$ cat config.mk
export PLATFORM = sky130hd
export DESIGN_NAME = usb_rx_data_unpack
export DESIGN_NICKNAME = d
export VERILOG_FILES = /design/src/rtl/usb_rx_pkg.sv /design/src/rtl/crc16_serial.sv /design/src/rtl/usb_rx_data_unpack.sv
export SDC_FILE = /design/constraint.sdc
export NUM_CORES = 1
export LEC_CHECK = 0
export ABC_AREA = 1
export BUFFER_PORTS_ARGS = -buffer_cell sky130_fd_sc_hd__buf_2
export CORE_ASPECT_RATIO = 1.1
export CORE_MARGIN = 1.5
export CORE_UTILIZATION = 50
export DETAILED_ROUTE_END_ITERATION = 12
export GPL_ROUTABILITY_DRIVEN = 0
export MAX_ROUTING_LAYER = met4
export PLACE_DENSITY = 0.68
export RECOVER_POWER = 25
export SLEW_MARGIN = 20
export SYNTH_ARGS = -nofsm -noshare
export SYNTH_HDL_FRONTEND = slang
export SYNTH_SLANG_ARGS = --single-unit
$ cat constraint.sdc
create_clock -name clock -period 3.1 [get_ports clock]
set_clock_uncertainty 0.05 [all_clocks]
set_input_delay 0.62 -clock clock [delete_from_list [all_inputs] [get_ports clock]]
set_output_delay 0.62 -clock clock [all_outputs]
set_load 0.02 [all_outputs]
$ cat src/rtl/usb_rx_pkg.sv
// Shared constants and types for the USB receive data path.
// Pure definitions, no latency.
// No flow control of its own.
package usb_rx_pkg;

  localparam int DATA_BITS = 64;
  localparam int CRC_BITS  = 16;

  localparam logic [15:0] CRC16_POLY     = 16'h8005;
  localparam logic [15:0] CRC16_INIT     = 16'hFFFF;
  // A complemented CRC16 appended MSB-first drives the register to this value.
  localparam logic [15:0] CRC16_RESIDUAL = 16'h800D;

  typedef enum logic [1:0] {
    IDLE = 2'd0,
    RECV = 2'd1,
    DONE = 2'd2
  } state_t;

  // One serial CRC16 step for a single input bit.
  function automatic logic [15:0] crc16_next(input logic [15:0] crc, input logic b);
    logic fb;
    fb = b ^ crc[15];
    return {crc[14:0], 1'b0} ^ (fb ? CRC16_POLY : 16'h0000);
  endfunction

endpackage

$ cat src/rtl/crc16_serial.sv
// Bit-serial CRC16 register (poly 0x8005), shared by the RX checker and TX generator.
// One bit per enabled cycle; crc reflects all bits up to the previous edge.
// No backpressure; clear has priority over en.
module crc16_serial
  import usb_rx_pkg::*;
(
  input  logic        clock,
  input  logic        reset_n,
  input  logic        clear,
  input  logic        en,
  input  logic        bit_in,
  output logic [15:0] crc
);

  logic [15:0] r_crc;

  // Shift register: reload on clear, advance one bit on en, otherwise hold.
  always_ff @(posedge clock or negedge reset_n) begin
    if (!reset_n) begin
      r_crc <= CRC16_INIT;
    end else if (clear) begin
      r_crc <= CRC16_INIT;
    end else if (en) begin
      r_crc <= crc16_next(r_crc, bit_in);
    end
  end

  assign crc = r_crc;

endmodule

$ cat src/rtl/usb_rx_data_unpack.sv
// NRZI decode, bit unstuff, CRC16 check and LSB-first assembly of a DATA0 payload.
// Result strobe (data_valid) one cycle after the eop cycle; results held until next packet.
// No backpressure: one line bit per cycle while in_valid, in_valid low simply pauses.
module usb_rx_data_unpack
  import usb_rx_pkg::*;
#(
  parameter int DATA_BITS = usb_rx_pkg::DATA_BITS,
  parameter int CRC_BITS  = usb_rx_pkg::CRC_BITS
) (
  input  logic                 clock,
  input  logic                 reset_n,
  input  logic                 in_bit,
  input  logic                 in_valid,
  input  logic                 eop,
  output logic [DATA_BITS-1:0] data_out,
  output logic                 data_valid,
  output logic                 crc_ok,
  output logic                 stuff_err,
  output logic                 len_err
);

  localparam int TOTAL = DATA_BITS + CRC_BITS;
  // Counter saturates one past the expected length so overruns stay visible.
  localparam int SAT   = TOTAL + 1;
  localparam int CNT_W = $clog2(SAT + 1);
  localparam int IDX_W = $clog2(DATA_BITS);

  state_t           r_state;
  logic             r_prev_line;
  logic [2:0]       r_ones_cnt;
  logic [CNT_W-1:0] r_bit_cnt;

  logic             w_dec;
  logic             w_active;
  logic             w_stuff_slot;
  logic             w_real_bit;
  logic             w_in_data;
  logic [IDX_W-1:0] w_wr_idx;
  logic             w_len_err_fin;
  logic             w_crc_clr;
  logic             w_crc_en;
  logic [15:0]      w_crc;

  // NRZI: no transition on the line means a decoded one.
  assign w_dec         = (in_bit == r_prev_line);
  assign w_active      = (r_state == RECV) && in_valid && !eop;
  // After six consecutive ones the next bit is a stuff bit and never payload.
  assign w_stuff_slot  = (r_ones_cnt == 3'd6);
  assign w_real_bit    = w_active && !w_stuff_slot;
  assign w_in_data     = (r_bit_cnt < CNT_W'(DATA_BITS));
  assign w_wr_idx      = r_bit_cnt[IDX_W-1:0];
  assign w_len_err_fin = len_err || (r_bit_cnt != CNT_W'(TOTAL));
  assign w_crc_clr     = (r_state == IDLE) && in_valid && !eop;
  assign w_crc_en      = w_real_bit;

  crc16_serial u_crc (
    .clock   (clock),
    .reset_n (reset_n),
    .clear   (w_crc_clr),
    .en      (w_crc_en),
    .bit_in  (w_dec),
    .crc     (w_crc)
  );

  // Packet FSM with all result outputs registered.
  always_ff @(posedge clock or negedge reset_n) begin
    if (!reset_n) begin
      r_state     <= IDLE;
      r_prev_line <= 1'b1;
      r_ones_cnt  <= 3'd0;
      r_bit_cnt   <= '0;
      data_out    <= '0;
      data_valid  <= 1'b0;
      crc_ok      <= 1'b0;
      stuff_err   <= 1'b0;
      len_err     <= 1'b0;
    end else begin
      data_valid <= 1'b0;
      case (r_state)
        IDLE: begin
          // The first in_valid cycle is the final PID bit: it only seeds the NRZI reference.
          if (in_valid && !eop) begin
            r_state     <= RECV;
            r_prev_line <= in_bit;
            r_ones_cnt  <= 3'd0;
            r_bit_cnt   <= '0;
            data_out    <= '0;
            crc_ok      <= 1'b0;
            stuff_err   <= 1'b0;
            len_err     <= 1'b0;
          end
        end
        RECV: begin
          if (eop) begin
            r_state    <= DONE;
            data_valid <= 1'b1;
            len_err    <= w_len_err_fin;
            crc_ok     <= (w_crc == CRC16_RESIDUAL) && !w_len_err_fin && !stuff_err;
          end else if (in_valid) begin
            r_prev_line <= in_bit;
            if (w_stuff_slot) begin
              // A one where a stuff zero belongs is a framing error; drop the bit either way.
              r_ones_cnt <= 3'd0;
              if (w_dec) begin
                stuff_err <= 1'b1;
              end
            end else begin
              r_ones_cnt <= w_dec ? (r_ones_cnt + 3'd1) : 3'd0;
              if (w_in_data) begin
                data_out[w_wr_idx] <= w_dec;
              end
              if (r_bit_cnt != CNT_W'(SAT)) begin
                r_bit_cnt <= r_bit_cnt + CNT_W'(1);
                if (r_bit_cnt == CNT_W'(SAT - 1)) begin
                  len_err <= 1'b1;
                end
              end
            end
          end
        end
        DONE: begin
          r_prev_line <= 1'b1;
          r_state     <= IDLE;
        end
        default: begin
          r_state <= IDLE;
        end
      endcase
    end
  end

endmodule

---- Word level (Yosys, flattened, before mapping) ----
Cells that the tools add are included.
cells by class
  reductions and logical operators ........ 26
  order comparisons ....................... 3
  equal/unequal tests ..................... 21
  add/subtract/negate cells ............... 2
  bitwise gates (word level) .............. 2
  multiplexer cells ....................... 47
operator list
  cell                                                         count
  two-way mux 64 bit                                           5
  one-hot mux 64 bit (2 select lines)                          1
  bitwise mux 64 bit                                           1
  two-way mux 16 bit                                           3
  two-way mux 7 bit                                            5
  AND reduction 6 bit                                          4
  two-way mux 1 bit                                            17
  equality test 16 bit (second input constant)                 1
  XOR 16 bit                                                   1
  two-way mux 3 bit                                            5
  inequality test 7 bit (second input constant)                2
  one-hot mux 7 bit (2 select lines)                           1
  inequality test 2 bit (second input constant)                6
  logical AND 1 bit                                            9
  AND reduction 4 bit                                          2
  adder 7 x 1 -> 7 bit (second input constant)                 1
  equality test 7 bit (second input constant)                  1
  less-than comparator 6 x 7 -> 1 bit (second input constant)  1
  less-than comparator 7 bit (second input constant)           1
  demux 1 bit (select 6 bit)                                   1
  >= comparator 6 x 1 -> 1 bit (second input constant)         1
  inequality test 2 x 1 -> 1 bit (second input constant)       3
  inequality test 3 x 2 -> 1 bit (second input constant)       2
  inequality test 3 bit (second input constant)                2
  18 further kinds                                             25
word-level totals
  logic and storage cells ................. 111
  bits of input ports ..................... 5
  flip-flop bits (word level) ............. 97
  output and inout port bits .............. 68

---- Depth between registers and ports, before layout ----
  word-level depth ........................ 10
  depth in mapped cells ................... 10

---- By module ----
Synthesis repeated with hierarchy kept, for this count alone.
unflattened totals
  cell total of the unflattened synthesis .. 647
  area total of the unflattened synthesis .. 5067.4 µm²
modules (own cells, without submodules)
  module              area each (µm²)  times used  cells each
  usb_rx_data_unpack  4319.1           1           579
  crc16_serial        748.2            1           68

---- Worst setup path before layout ----
Ideal clock, no wire load.
  kind .................................... input-to-reg
  start ................................... input port eop
  end ..................................... register data_out[0]
  library setup time ...................... 0.117 ns
  cell stages on the path ................. 8
  arrival time ............................ 1.481 ns
  buffers on the path ..................... 2
  data required time ...................... 2.933 ns
  path slack .............................. 1.452 ns
  path through ............................ inv_1 -> nand3_4 -> nor2_2 -> buf_4 -> buf_2 -> o21ai_0 -> nand2_1 -> nand2_1
between the ends
  cells in the longest elaborated chain, start to end .. 4
  elaborated cells between the ends (all ways) .. 5
ends and longest elaborated chain
  what                                      RTL line                   source
  from (decl)                               usb_rx_data_unpack.sv:14   input logic eop,
  logical NOT 1 bit                         usb_rx_data_unpack.sv:82   if (in_valid && !eop) begin
  logical AND 1 bit                         usb_rx_data_unpack.sv:82
  inequality test 2 x 1 -> 1 bit (no line)  --
  AND reduction 6 bit (no line) (*)         --
  to (signal, indexed assignment)           usb_rx_data_unpack.sv:110  data_out[w_wr_idx] <= w_dec;
  to (decl)                                 usb_rx_data_unpack.sv:15   output logic [DATA_BITS-1:0] data_out,
Every way passes the cells marked *; elsewhere a longest branch is shown, timed or not.
A chain may end at the register's enable or synchronous reset.

---- Worst setup path in the final report ----
  start ................................... register r_state[1]
  end ..................................... register data_out[8]
between the ends
  cells in the longest elaborated chain, start to end .. 3
  elaborated cells between the ends (all ways) .. 10
ends and longest elaborated chain
  what                                                               RTL line                  source
  from (decl)                                                        usb_rx_data_unpack.sv:28  state_t r_state;
  from (signal assigned)                                             usb_rx_data_unpack.sv:68  r_state <= IDLE;
  from (signal assigned)                                             usb_rx_data_unpack.sv:83  r_state <= RECV;
  from (signal assigned)                                             usb_rx_data_unpack.sv:95  r_state <= DONE;
  equality test 2 x 1 -> 1 bit or logical NOT 2 bit (tied branches)  usb_rx_data_unpack.sv:79  case (r_state)
  inequality test 2 bit (no line) (tied with other cells)            --
  AND reduction 6 bit (no line)                                      --
Parallel ways exist; a longest one is shown, timed or not.

==> run metrics <==
NetSw 0.741 mW; fmax ~470 MHz; antenna fix cells 0; failing checks DRC; routed len/inst approximately 14 µm; Worst setup EP type flop; RR Startpoint r_state[1]$_DFFE_PN0P_; met2 usage a little under two fifths; CP Cell Sequence inv_2 -> nand2_4 -> a21oi_2 -> nor2_4 -> buf_12 -> o21ai_0 -> nand2_1 -> nand2_1; Iteration-0 DRC Markers between 300 and 400; met3 Use GR approximately 2.8%; Global Route Usage Sum 23.9%; busiest grt layer met2; CP required roughly 3300 ps; gr ovfl total 0; final hold viol count 0; io pins between 70 and 80; slew margin rel. about a quarter; RR Endpoint data_out[8]$_DFFE_PN0P_; max-cap check violation count 0; Site Rows 38; die area 10,700 µm²; Starting Density about half; clock sink total between 90 and 100; final net count 710; Clock Latency Late Sink ~370 ps; core area 9840 µm²; outcome finished, violations left; Top cell by count, worst path nand2_1; Final Critical Period 2140 ps; switching power as a share of total power 28.8%; internal power 1.83 mW; Worst-path clk slew approximately 90 ps; post-placement cell count just over 800; remaining antenna violation count after routing 0; critical path fanouts, max 128; Cells after Synth roughly 650; most frequent cells in the layout 186 x nand2_1, 84 x nand3_1, 82 x nor2_1; commonest non-fill, non-tap cell in the layout nand2_1; LEAKAGE between 2 and 3 nW; RSZ-0062 raised after global routing no; Final setup viols 0; area delta synth->final 11.0%; Flop pwr share roughly 52%; die extent in x 98.8 µm; Worst R2R Path Depth 8; reg-to-reg slack, setup 960 ps; drt via density approximately 5.4; post-synth net total around 660; # resized after CTS 0; antenna violations before repair 0; height of the die approximately 110 µm; Final Instance Area approximately 5600 µm²; IR Drop Worst-Case VDD between 0.2 and 0.25 mV; CTS Hold Bufs 0; Slowest-stage cell, CP nand2_4; Post-Route WL between 10 and 15 mm; CTS tree built; first-pass GRT wire length around 20 mm; Post-DP Area around 5400 µm²; Clock power frac 33.9%; Comb pwr share between 10 and 15%; met1 Track Usage GR 31.9%; Cell Area, Synth a little over 5000 µm²; crit share post-route between 60 and 70%; worst-case clock buffer depth 2; Root Driver clkbuf_8; fin cells ~830; worst-margin pin slew approximately 1100 ps; number of global-route vias before repair between 4,000 and 5,000; Ys Warns 0; Power Density 459 nW/µm²; DRT Pass-1 Iters 10; Setup Buffers After CTS 0; Hold Path Class input port to async pin; Yosys reg bits 97; crit path DAT 2340 ps; Setup TNS Final 0 ps; Critical Path Source Type flop; Final HPWL DP 7.88 mm; CP Class flop to flop; sequential share of the synthesized area approximately 49%; Via Count approximately 4,500; # DRC 8; CTS Buf Count 9; IO buf count between 70 and 80; Yosys cell types 26; final core occ 56.9%; count of pins over their slew limit 0; H-tree levels 3; mean post-synth cell area around 7.8 µm²; largest net degree at the start of global routing about 130; Max stage delay on crit path between 400 and 500 ps; share of layout cells above drive strength 1 about a fifth
## power by group through the flow
stage | clock [mW] | combinational (mW) | sequential, mW
global placement | 0 | 0.358 | 1.36
detailed placement | 0 | 0.370 | 1.36
global route | 0.936 | 0.412 | 1.34
floorplan | 0 | 0.268 | 1.36
finish | 0.870 | 0.364 | 1.34
CTS | 0.890 | 0.371 | 1.34
## synthesized netlist by cell type
| library cell | n | area share (%) |
|---|---|---|
| nand3_1 | 84 | 8.3 |
| nand3b_1 | 1 | 0.15 |
| o21ai_2 | 4 | 0.69 |
| nand2_4 | 1 | 0.22 |
| nand2_2 | 2 | 0.25 |
| nor2_4 | 4 | 0.89 |
| nand3_4 | 1 | 0.35 |
| inv_2 | 2 | 0.15 |
| nor2_2 | 2 | 0.25 |
| inv_1 | 36 | 2.7 |
| a21oi_2 | 1 | 0.17 |
| dfstp_2 | 17 | 8.9 |
| nor2_1 | 82 | 6.1 |
| o21ai_0 | 72 | 7.1 |
| dfrtp_1 | 80 | 40 |
| clkbuf_1 | 6 | 0.45 |
| nor3_1 | 5 | 0.50 |
| buf_4 | 3 | 0.45 |
| o21ai_1 | 1 | 0.099 |
| a21oi_1 | 4 | 0.40 |
| nand2_1 | 186 | 14 |
| buf_6 | 6 | 1.3 |
| buf_2 | 19 | 1.9 |
| nand3_2 | 10 | 2.0 |
| ha_1 | 5 | 1.2 |
| a22oi_1 | 13 | 1.9 |
## cell type report
class,count,area (µm²)
fill,921,4240
sequential,97,2450
multi-input combinational,478,2250
timing repair buffer,76,400
clock buffer,14,173
tap,120,150
inverter,38,143
clock inverter,2,35.0
## worst max-delay path, delay by kind of cell (launching register included)
kind                   cells  cell delay (ps)
AO/OA/AOI/OAI              2              260
buffers and inverters      2              450
flip-flops                 1              430
AND/OR/NAND/NOR            4              750
## cell families after synthesis
group	after synthesis	share of synthesized area, %
simple gates	378	32.9
buf+inv	72	6.94
compound gates	95	10.4
flops	97	48.5
fa+ha+maj	5	1.24
## sequential cells by signal, summed over array words and instances, names as in the netlist
| signal | flops |
|---|---|
| data_valid | 1 |
| crc_ok | 1 |
| r_prev_line | 1 |
| len_err | 1 |
| data_out | 64 |
| u_crc.crc | 16 |
| r_bit_cnt | 7 |
| r_state | 2 |
| stuff_err | 1 |
| r_ones_cnt | 3 |
## per-layer routing
metal / wire length (µm) / vias to the layer above
met5: 0 / -
met1: 5340 / 2129
met3: 561 / 21
met4: 259 / 0
met2: 5730 / 127
li1: - / 2209
## stage by stage
stage | power (mW) | worst slack [ps] | hold slack [ps]
detailed placement | 1.73 | 953 | 404
floorplan | 1.63 | 1450 | 274
global route | 2.69 | 712 | 444
CTS | 2.60 | 920 | 218
finish | 2.57 | 964 | 418
global placement | 1.72 | 1060 | 405
## worst max-delay path by stage
stage,startpoint,endpoint,slack (ps)
final,r_state[1]$_DFFE_PN0P_,data_out[8]$_DFFE_PN0P_,960
after global routing,reset_n,data_out[5]$_DFFE_PN0P_,710
after CTS,r_state[1]$_DFFE_PN0P_,data_out[53]$_DFFE_PN0P_,920
after detailed placement,r_state[1]$_DFFE_PN0P_,data_out[53]$_DFFE_PN0P_,950
after global placement,r_state[1]$_DFFE_PN0P_,data_out[9]$_DFFE_PN0P_,1060
after floorplan,eop,data_out[0]$_DFFE_PN0P_,1450
No activity file was read; power rests on OpenSTA's default activity.
